==> config.mk <==
export PLATFORM = sky130hd
export DESIGN_NAME = snoop_filter_mnt_engine
export DESIGN_NICKNAME = d
export VERILOG_FILES = /design/src/rtl/snoop_filter_pkg.sv /design/src/rtl/snoop_filter_mnt_engine.sv
export SDC_FILE = /design/constraint.sdc
export NUM_CORES = 1
export LEC_CHECK = 0
export ABC_AREA = 0
export CELL_PAD_IN_SITES_DETAIL_PLACEMENT = 0
export CELL_PAD_IN_SITES_GLOBAL_PLACEMENT = 1
export CORE_MARGIN = 4
export CORE_UTILIZATION = 25
export CTS_CLUSTER_DIAMETER = 40
export CTS_CLUSTER_SIZE = 25
export DETAILED_ROUTE_END_ITERATION = 8
export GPL_TIMING_DRIVEN = 0
export PLACE_DENSITY_LB_ADDON = 0.1
export SLEW_MARGIN = 20
export SYNTH_ARGS = -nofsm -noshare
export SYNTH_HDL_FRONTEND = slang
export SYNTH_SLANG_ARGS = --single-unit
==> constraint.sdc <==
create_clock -name clk -period 2.75 [get_ports clk]
set_clock_uncertainty 0.1 [all_clocks]
set_input_delay 0.55 -clock clk [delete_from_list [all_inputs] [get_ports clk]]
set_output_delay 0.55 -clock clk [all_outputs]
set_load 0.01 [all_outputs]
==> src/rtl/snoop_filter_pkg.sv <==
`default_nettype none
// ============================================================================
// Module : snoop_filter_pkg
// Brief  : Shared types and defaults for the snoop-filter maintenance engine.
// Rev    : 1.0  initial release
// ============================================================================
package snoop_filter_pkg;

    localparam int c_DEF_NSETS  = 64;
    localparam int c_DEF_DATA_W = 64;

    typedef enum logic [1:0] {
        MNT_OP_INIT    = 2'd0,
        MNT_OP_SCAN    = 2'd1,
        MNT_OP_SINGLE  = 2'd2,
        MNT_OP_ILLEGAL = 2'd3
    } mnt_op_e;

    typedef enum logic [2:0] {
        MNT_ST_IDLE       = 3'd0,
        MNT_ST_INIT       = 3'd1,
        MNT_ST_SCAN       = 3'd2,
        MNT_ST_SCAN_DRAIN = 3'd3,
        MNT_ST_SINGLE     = 3'd4,
        MNT_ST_DONE       = 3'd5
    } mnt_state_e;

endpackage
`default_nettype wire

==> src/rtl/snoop_filter_mnt_engine.sv <==
`default_nettype none
// ============================================================================
// Module : snoop_filter_mnt_engine
// Brief  : Muxes tag-pipeline lookups with INIT/SCAN/SINGLE maintenance onto
//          the snoop-filter tag array port.
// Rev    : 1.0  initial release
// ============================================================================
module snoop_filter_mnt_engine
    import snoop_filter_pkg::*;
#(
    parameter int  NSETS  = c_DEF_NSETS,
    parameter int  DATA_W = c_DEF_DATA_W,
    localparam int SET_W  = (NSETS > 1) ? $clog2(NSETS) : 1
) (
    input  logic              clk,
    input  logic              rst_n,
    input  logic              mnt_req_valid,
    output logic              mnt_req_ready,
    input  logic [1:0]        mnt_req_op,
    input  logic [SET_W-1:0]  mnt_req_set,
    input  logic [DATA_W-1:0] mnt_req_data,
    input  logic              lkp_cen,
    input  logic              lkp_wen,
    input  logic [SET_W-1:0]  lkp_set_index,
    input  logic [DATA_W-1:0] lkp_data,
    output logic              lkp_stall,
    output logic              cen,
    output logic              wen,
    output logic [DATA_W-1:0] data,
    output logic [SET_W-1:0]  set_index,
    output logic              mnt_ops,
    input  logic [DATA_W-1:0] rd_data,
    output logic              mnt_rsp_valid,
    output logic [SET_W-1:0]  mnt_rsp_set,
    output logic [DATA_W-1:0] mnt_rsp_data,
    output logic              mnt_busy,
    output logic              mnt_done,
    output logic              mnt_err
);

    localparam logic [2:0] c_S_IDLE       = MNT_ST_IDLE;
    localparam logic [2:0] c_S_INIT       = MNT_ST_INIT;
    localparam logic [2:0] c_S_SCAN       = MNT_ST_SCAN;
    localparam logic [2:0] c_S_SCAN_DRAIN = MNT_ST_SCAN_DRAIN;
    localparam logic [2:0] c_S_SINGLE     = MNT_ST_SINGLE;
    localparam logic [2:0] c_S_DONE       = MNT_ST_DONE;

    localparam logic [SET_W-1:0] c_LAST = SET_W'(NSETS - 1);

    logic [2:0]       r_state;
    logic [SET_W-1:0] r_cnt;
    logic             r_err;
    logic             r_rd_issued;
    logic [SET_W-1:0] r_rd_set;

    logic [2:0]       w_nxt_state;
    logic [SET_W-1:0] w_nxt_cnt;
    logic             w_nxt_err;
    logic             w_last;

    assign w_last        = (r_cnt == c_LAST);
    assign mnt_req_ready = (r_state == c_S_IDLE);
    assign lkp_stall     = !((r_state == c_S_IDLE) && !mnt_req_valid);
    assign mnt_busy      = (r_state != c_S_IDLE);
    assign mnt_done      = (r_state == c_S_DONE);
    assign mnt_err       = mnt_done & r_err;
    assign mnt_rsp_valid = r_rd_issued;
    assign mnt_rsp_set   = r_rd_set;
    assign mnt_rsp_data  = rd_data;

    always_comb begin
        w_nxt_state = r_state;
        w_nxt_cnt   = r_cnt;
        w_nxt_err   = r_err;
        case (r_state)
            c_S_IDLE: begin
                if (mnt_req_valid) begin
                    w_nxt_cnt = '0;
                    w_nxt_err = 1'b0;
                    case (mnt_op_e'(mnt_req_op))
                        MNT_OP_INIT:   w_nxt_state = c_S_INIT;
                        MNT_OP_SCAN:   w_nxt_state = c_S_SCAN;
                        MNT_OP_SINGLE: w_nxt_state = c_S_SINGLE;
                        default: begin
                            w_nxt_state = c_S_DONE;
                            w_nxt_err   = 1'b1;
                        end
                    endcase
                end
            end
            c_S_INIT: begin
                if (w_last) w_nxt_state = c_S_DONE;
                else        w_nxt_cnt   = r_cnt + SET_W'(1);
            end
            c_S_SCAN: begin
                if (w_last) w_nxt_state = c_S_SCAN_DRAIN;
                else        w_nxt_cnt   = r_cnt + SET_W'(1);
            end
            c_S_SCAN_DRAIN: w_nxt_state = c_S_DONE;
            c_S_SINGLE:     w_nxt_state = c_S_DONE;
            c_S_DONE:       w_nxt_state = c_S_IDLE;
            default:        w_nxt_state = c_S_IDLE;
        endcase
    end

    always_ff @(posedge clk or negedge rst_n) begin
        if (!rst_n) begin
            r_state <= c_S_IDLE;
            r_cnt   <= '0;
            r_err   <= 1'b0;
        end else begin
            r_state <= w_nxt_state;
            r_cnt   <= w_nxt_cnt;
            r_err   <= w_nxt_err;
        end
    end

    // Port registers are loaded from the next state so each access lines up
    // with the cycle the FSM spends in the matching state.
    always_ff @(posedge clk or negedge rst_n) begin
        if (!rst_n) begin
            cen       <= 1'b0;
            wen       <= 1'b0;
            mnt_ops   <= 1'b0;
            data      <= '0;
            set_index <= '0;
        end else begin
            cen     <= 1'b0;
            wen     <= 1'b0;
            mnt_ops <= 1'b0;
            case (w_nxt_state)
                c_S_INIT: begin
                    cen       <= 1'b1;
                    wen       <= 1'b1;
                    mnt_ops   <= 1'b1;
                    data      <= '0;
                    set_index <= w_nxt_cnt;
                end
                c_S_SCAN: begin
                    cen       <= 1'b1;
                    mnt_ops   <= 1'b1;
                    data      <= '0;
                    set_index <= w_nxt_cnt;
                end
                c_S_SINGLE: begin
                    cen       <= 1'b1;
                    wen       <= 1'b1;
                    mnt_ops   <= 1'b1;
                    data      <= mnt_req_data;
                    set_index <= mnt_req_set;
                end
                c_S_IDLE: begin
                    if (!lkp_stall && lkp_cen) begin
                        cen       <= 1'b1;
                        wen       <= lkp_wen;
                        data      <= lkp_data;
                        set_index <= lkp_set_index;
                    end
                end
                default: ;
            endcase
        end
    end

    always_ff @(posedge clk or negedge rst_n) begin
        if (!rst_n) begin
            r_rd_issued <= 1'b0;
            r_rd_set    <= '0;
        end else begin
            r_rd_issued <= cen & ~wen & mnt_ops;
            r_rd_set    <= set_index;
        end
    end

endmodule
`default_nettype wire

==> reports/results.md <==
| Parameter | Reported | Unit |
|---|---|---|
| HPWL Detailed | 15180 | um |
| Net Count, Synth | 708 | - |
| Post-Route WL | 18850 | um |
| Post-synthesis share of cell area spent on full adders, half adders and majority gates | 0.9857 | % |
| Number of distinct standard cells referenced by the synthesized netlist | 46 | - |
| Number of vias after detailed routing | 4896 | - |
| Via count of the first global-routing pass | 4986 | - |
| Multiplexer share of the synthesized area | 15.16 | % |
| Max-cap violation count | 0 | - |
| Antenna Diode Count | 0 | - |
| Area Growth Syn to Fin | 73.95 | % |
| Die outline height | 150.5 | um |
| Register-to-register setup slack | 0.23 | ns |
| Initial antenna violation count | 0 | - |
| WL per Instance | 17.61 | um |
| Achievable frequency | 0.3700 | GHz |
| Clock buffers created by TritonCTS | 9 | - |
| Footprint of the multi-input gates | 2242 | sq um |
| DR DRC count | 0 | - |
| Number of I/O port buffers | 295 | - |
| Area of the core region | 19720 | sq um |
| CTS tree | yes | - |
| Top library cells by usage in the layout, fill and taps aside | 292 x sky130_fd_sc_hd__clkdlybuf4s50_1, 90 x sky130_fd_sc_hd__dfrtp_1, 72 x sky130_fd_sc_hd__nand3_1 | - |
| Final critical-path setup slack | 0.04765 | ns |
| Share of the synthesized netlist area taken by xor and xnor gates | 0.1725 | % |
| Number of filler cells placed in the layout | 1893 | - |
| Max-slew violation count | 0 | - |
| Detailed router's first-iteration violation count | 184 | - |
| Cell chosen for the clock root | sky130_fd_sc_hd__clkbuf_16 | - |
| TritonCTS sink count | 90 | - |
| Fin crit period | 2.702 | ns |
| Data required time of the critical path | 2.87 | ns |
| Classification of the worst-slack hold path | input pin to asynchronous set/reset pin | - |
| Row Count | 51 | - |
| Worst-path clk slew | 0.06 | ns |
| Pre-CTS WS | -0.7469 | ns |
| Global-route usage over all layers | 15.38 | % |
| Die area | 22650 | sq um |
| Max-slew headroom at the worst pin | 58.04 | % |
| Critical path start-end classification | input pin to register | - |
| Result of the run | finished clean | - |
| Yosys synthesis warning count | 0 | - |
| Largest family of logic cells by synthesized area | multiplexers | - |
| TritonRoute pass-1 iters | 4 | - |
| Leakage power of the design | 3.929 | nW |
| Worst Setup Start Kind | input pin | - |
| Share of the yosys chip area belonging to registers | 44.36 | % |
| Initial Utilization | 25.75 | % |
| RSZ-0062 raised after global routing | no | - |
| Horizontal die dimension | 150.5 | um |
| Via density | 4.576 | - |
| Register Area | 2252 | sq um |
| Average cell area after synthesis | 10.30 | sq um |
| Fin Hold WS | 0.01120 | ns |
| Post-synthesis cell area | 5077 | sq um |
| Clk_lat worst skew | 0.34 | ns |
| Number of placed instances, taps included | 1054 | - |
| Final Net Count | 1015 | - |
| Number of top-level design ports | 360 | - |
| CTS max path bufs | 2 | - |
| Post-Synth Simple-Gate Area | 11.09 | % |
| Post-Route Utilization | 44.79 | % |
| Final ANT Viol Nets | 0 | - |
| Most frequent standard cell in the layout excluding fill and tap cells | sky130_fd_sc_hd__clkdlybuf4s50_1 | - |
| Final setup viols | 0 | - |
| Kind of end point of the critical path | register | - |
| Number of cells produced by synthesis | 493 | - |
| Number of synthesized register bits | 90 | - |
| Cell Count, Final, Fillers Out | 1070 | - |
| Compound-gate portion of the synthesized area | 14.51 | % |
| Proportion of layout cells with a drive suffix above 1 | 17.14 | % |
| Arrival time of the worst setup path | 2.82 | ns |
| Slew @ Worst Pin | 0.6240 | ns |
| Max IR drop VDD | 267.2 | uV |
| Final Hold Violating Endpoints | 0 | - |
| Max FO, Critical Path | 10 | - |
| Maximum number of pins on one net before global-route repair | 56 | - |
| Hold buffer count at cts | 0 | - |
| RD Place Congestion | 0.7503 | - |
| Gr ovfl total | 0 | - |
| Global-route wire length before repair | 27090 | um |
| Total power density per cell area | 834.3 | nW/um^2 |
| Total number of H-tree levels | 3 | - |
| Share of the clock period used by the worst path | 98.27 | % |
==> registers in the layout, summed over array words and instances (netlist names) <==
name / count
data: 64
cen: 1
mnt_rsp_valid: 1
mnt_ops: 1
set_index: 6
r_cnt: 6
r_state: 3
wen: 1
mnt_rsp_set: 6
r_err: 1
==> layer usage <==
layer  vias up  GRT usage, %  wire [um]
met5         -             0          0
met4         0         4.437        254
met3        16         6.201       2224
met2       244         24.51       8757
met1      2281         19.23       7612
li1       2355             -          -
==> worst max-delay path: stages <==
cell	delay (ns)
sky130_fd_sc_hd__clkdlybuf4s50_1	0.49
sky130_fd_sc_hd__clkbuf_2	0.23
sky130_fd_sc_hd__o21ai_0	0.15
sky130_fd_sc_hd__a221o_1	0.41
sky130_fd_sc_hd__buf_6	0.16
sky130_fd_sc_hd__mux2_4	0.30
sky130_fd_sc_hd__mux2_2	0.27
sky130_fd_sc_hd__mux2_4	0.25
==> path summary, 6_finish.rpt <==
check                                              start                        to  cells after the start
worst max-delay path                       mnt_req_valid  set_index[1]$_DFFE_PN0P_                      8
worst min-delay path                               rst_n         r_err$_DFFE_PN0P_                      1
worst max register to register        r_cnt[0]$_DFF_PN0_  set_index[1]$_DFFE_PN0P_                      7
worst min register to register  set_index[2]$_DFFE_PN0P_  mnt_rsp_set[2]$_DFF_PN0_                      0
max in group asynchronous                          rst_n      data[46]$_DFFE_PN0P_                      2
min in group clk                set_index[2]$_DFFE_PN0P_  mnt_rsp_set[2]$_DFF_PN0_                      0
==> per-stage QoR <==
step / power (mW) / cell area [sq um] / setup TNS, ns
after floorplan: 4.276 / 5077 / 0
after global placement: 6.052 / 8362 / -256.71
after detailed placement: 6.123 / 8391 / -41.39
after CTS: 7.354 / 8723 / 0
after global routing: 7.880 / 8832 / 0
final: 7.368 / 8832 / 0
==> cells in the mapped netlist (all sizes together) <==
cell type / instances / area, sq um
mux2: 9 / 108.9
a21oi: 8 / 40.04
nand4b: 1 / 8.760
clkbuf: 23 / 86.33
nand4: 1 / 6.260
or3: 1 / 6.260
ha: 4 / 50.05
o21ai: 16 / 83.83
and2: 3 / 18.77
o31ai: 66 / 495.5
a22o: 2 / 17.52
nor2: 7 / 28.78
a31oi: 1 / 6.260
o31a: 1 / 8.760
and3: 2 / 17.52
nor4: 1 / 6.260
a21o: 1 / 7.510
a41oi: 1 / 8.760
nand3: 73 / 377.9
a32o: 1 / 10.01
xnor2: 1 / 8.760
a41o: 1 / 10.01
o21a: 1 / 7.510
nor2b: 2 / 12.51
buf: 84 / 591.8
dfrtp: 90 / 2252
mux2i: 66 / 660.6
a211o: 1 / 8.760
nand2: 9 / 33.78
nor3: 4 / 25.02
inv: 5 / 18.76
a221o: 1 / 10.01
nor3b: 2 / 15.01
a21boi: 1 / 7.510
nand2b: 1 / 6.260
a211oi: 2 / 15.01
==> cell families after synthesis <==
kind of cell | count (synthesis)
muxes | 75
and+or+nand+nor | 107
adders and majority gates | 4
AOI/OAI and AO/OA | 104
buffers and inverters | 112
DFF | 90
xor gates and xnor gates | 1
==> power by group <==
group	leakage [nW]	total, mW	switching, mW	internal [mW]
Combinational	2.61	4.28	2.26	2.02
Sequential	1.19	1.97	0.237	1.73
Clock	0.133	1.12	0.484	0.633
==> final cells by class <==
type                    count  area share [%]
repair buffers            298           34.13
well taps                 265           3.754
clock inverters             3          0.1700
clock buffers              13           2.833
plain buffers             105           8.018
flip-flops and latches     90           25.50
inverters                   5          0.2125
multi-input cells         291           25.39
==> repair_timing <==
| item | CTS | global route |
|---|---|---|
| setup buffers | 1 | 1 |
| resized for setup | 21 | 22 |
| setup endpoints to repair | 71 | 71 |
| pin swaps | 0 | 1 |
Note: power is estimated with default switching activity, not from simulation.
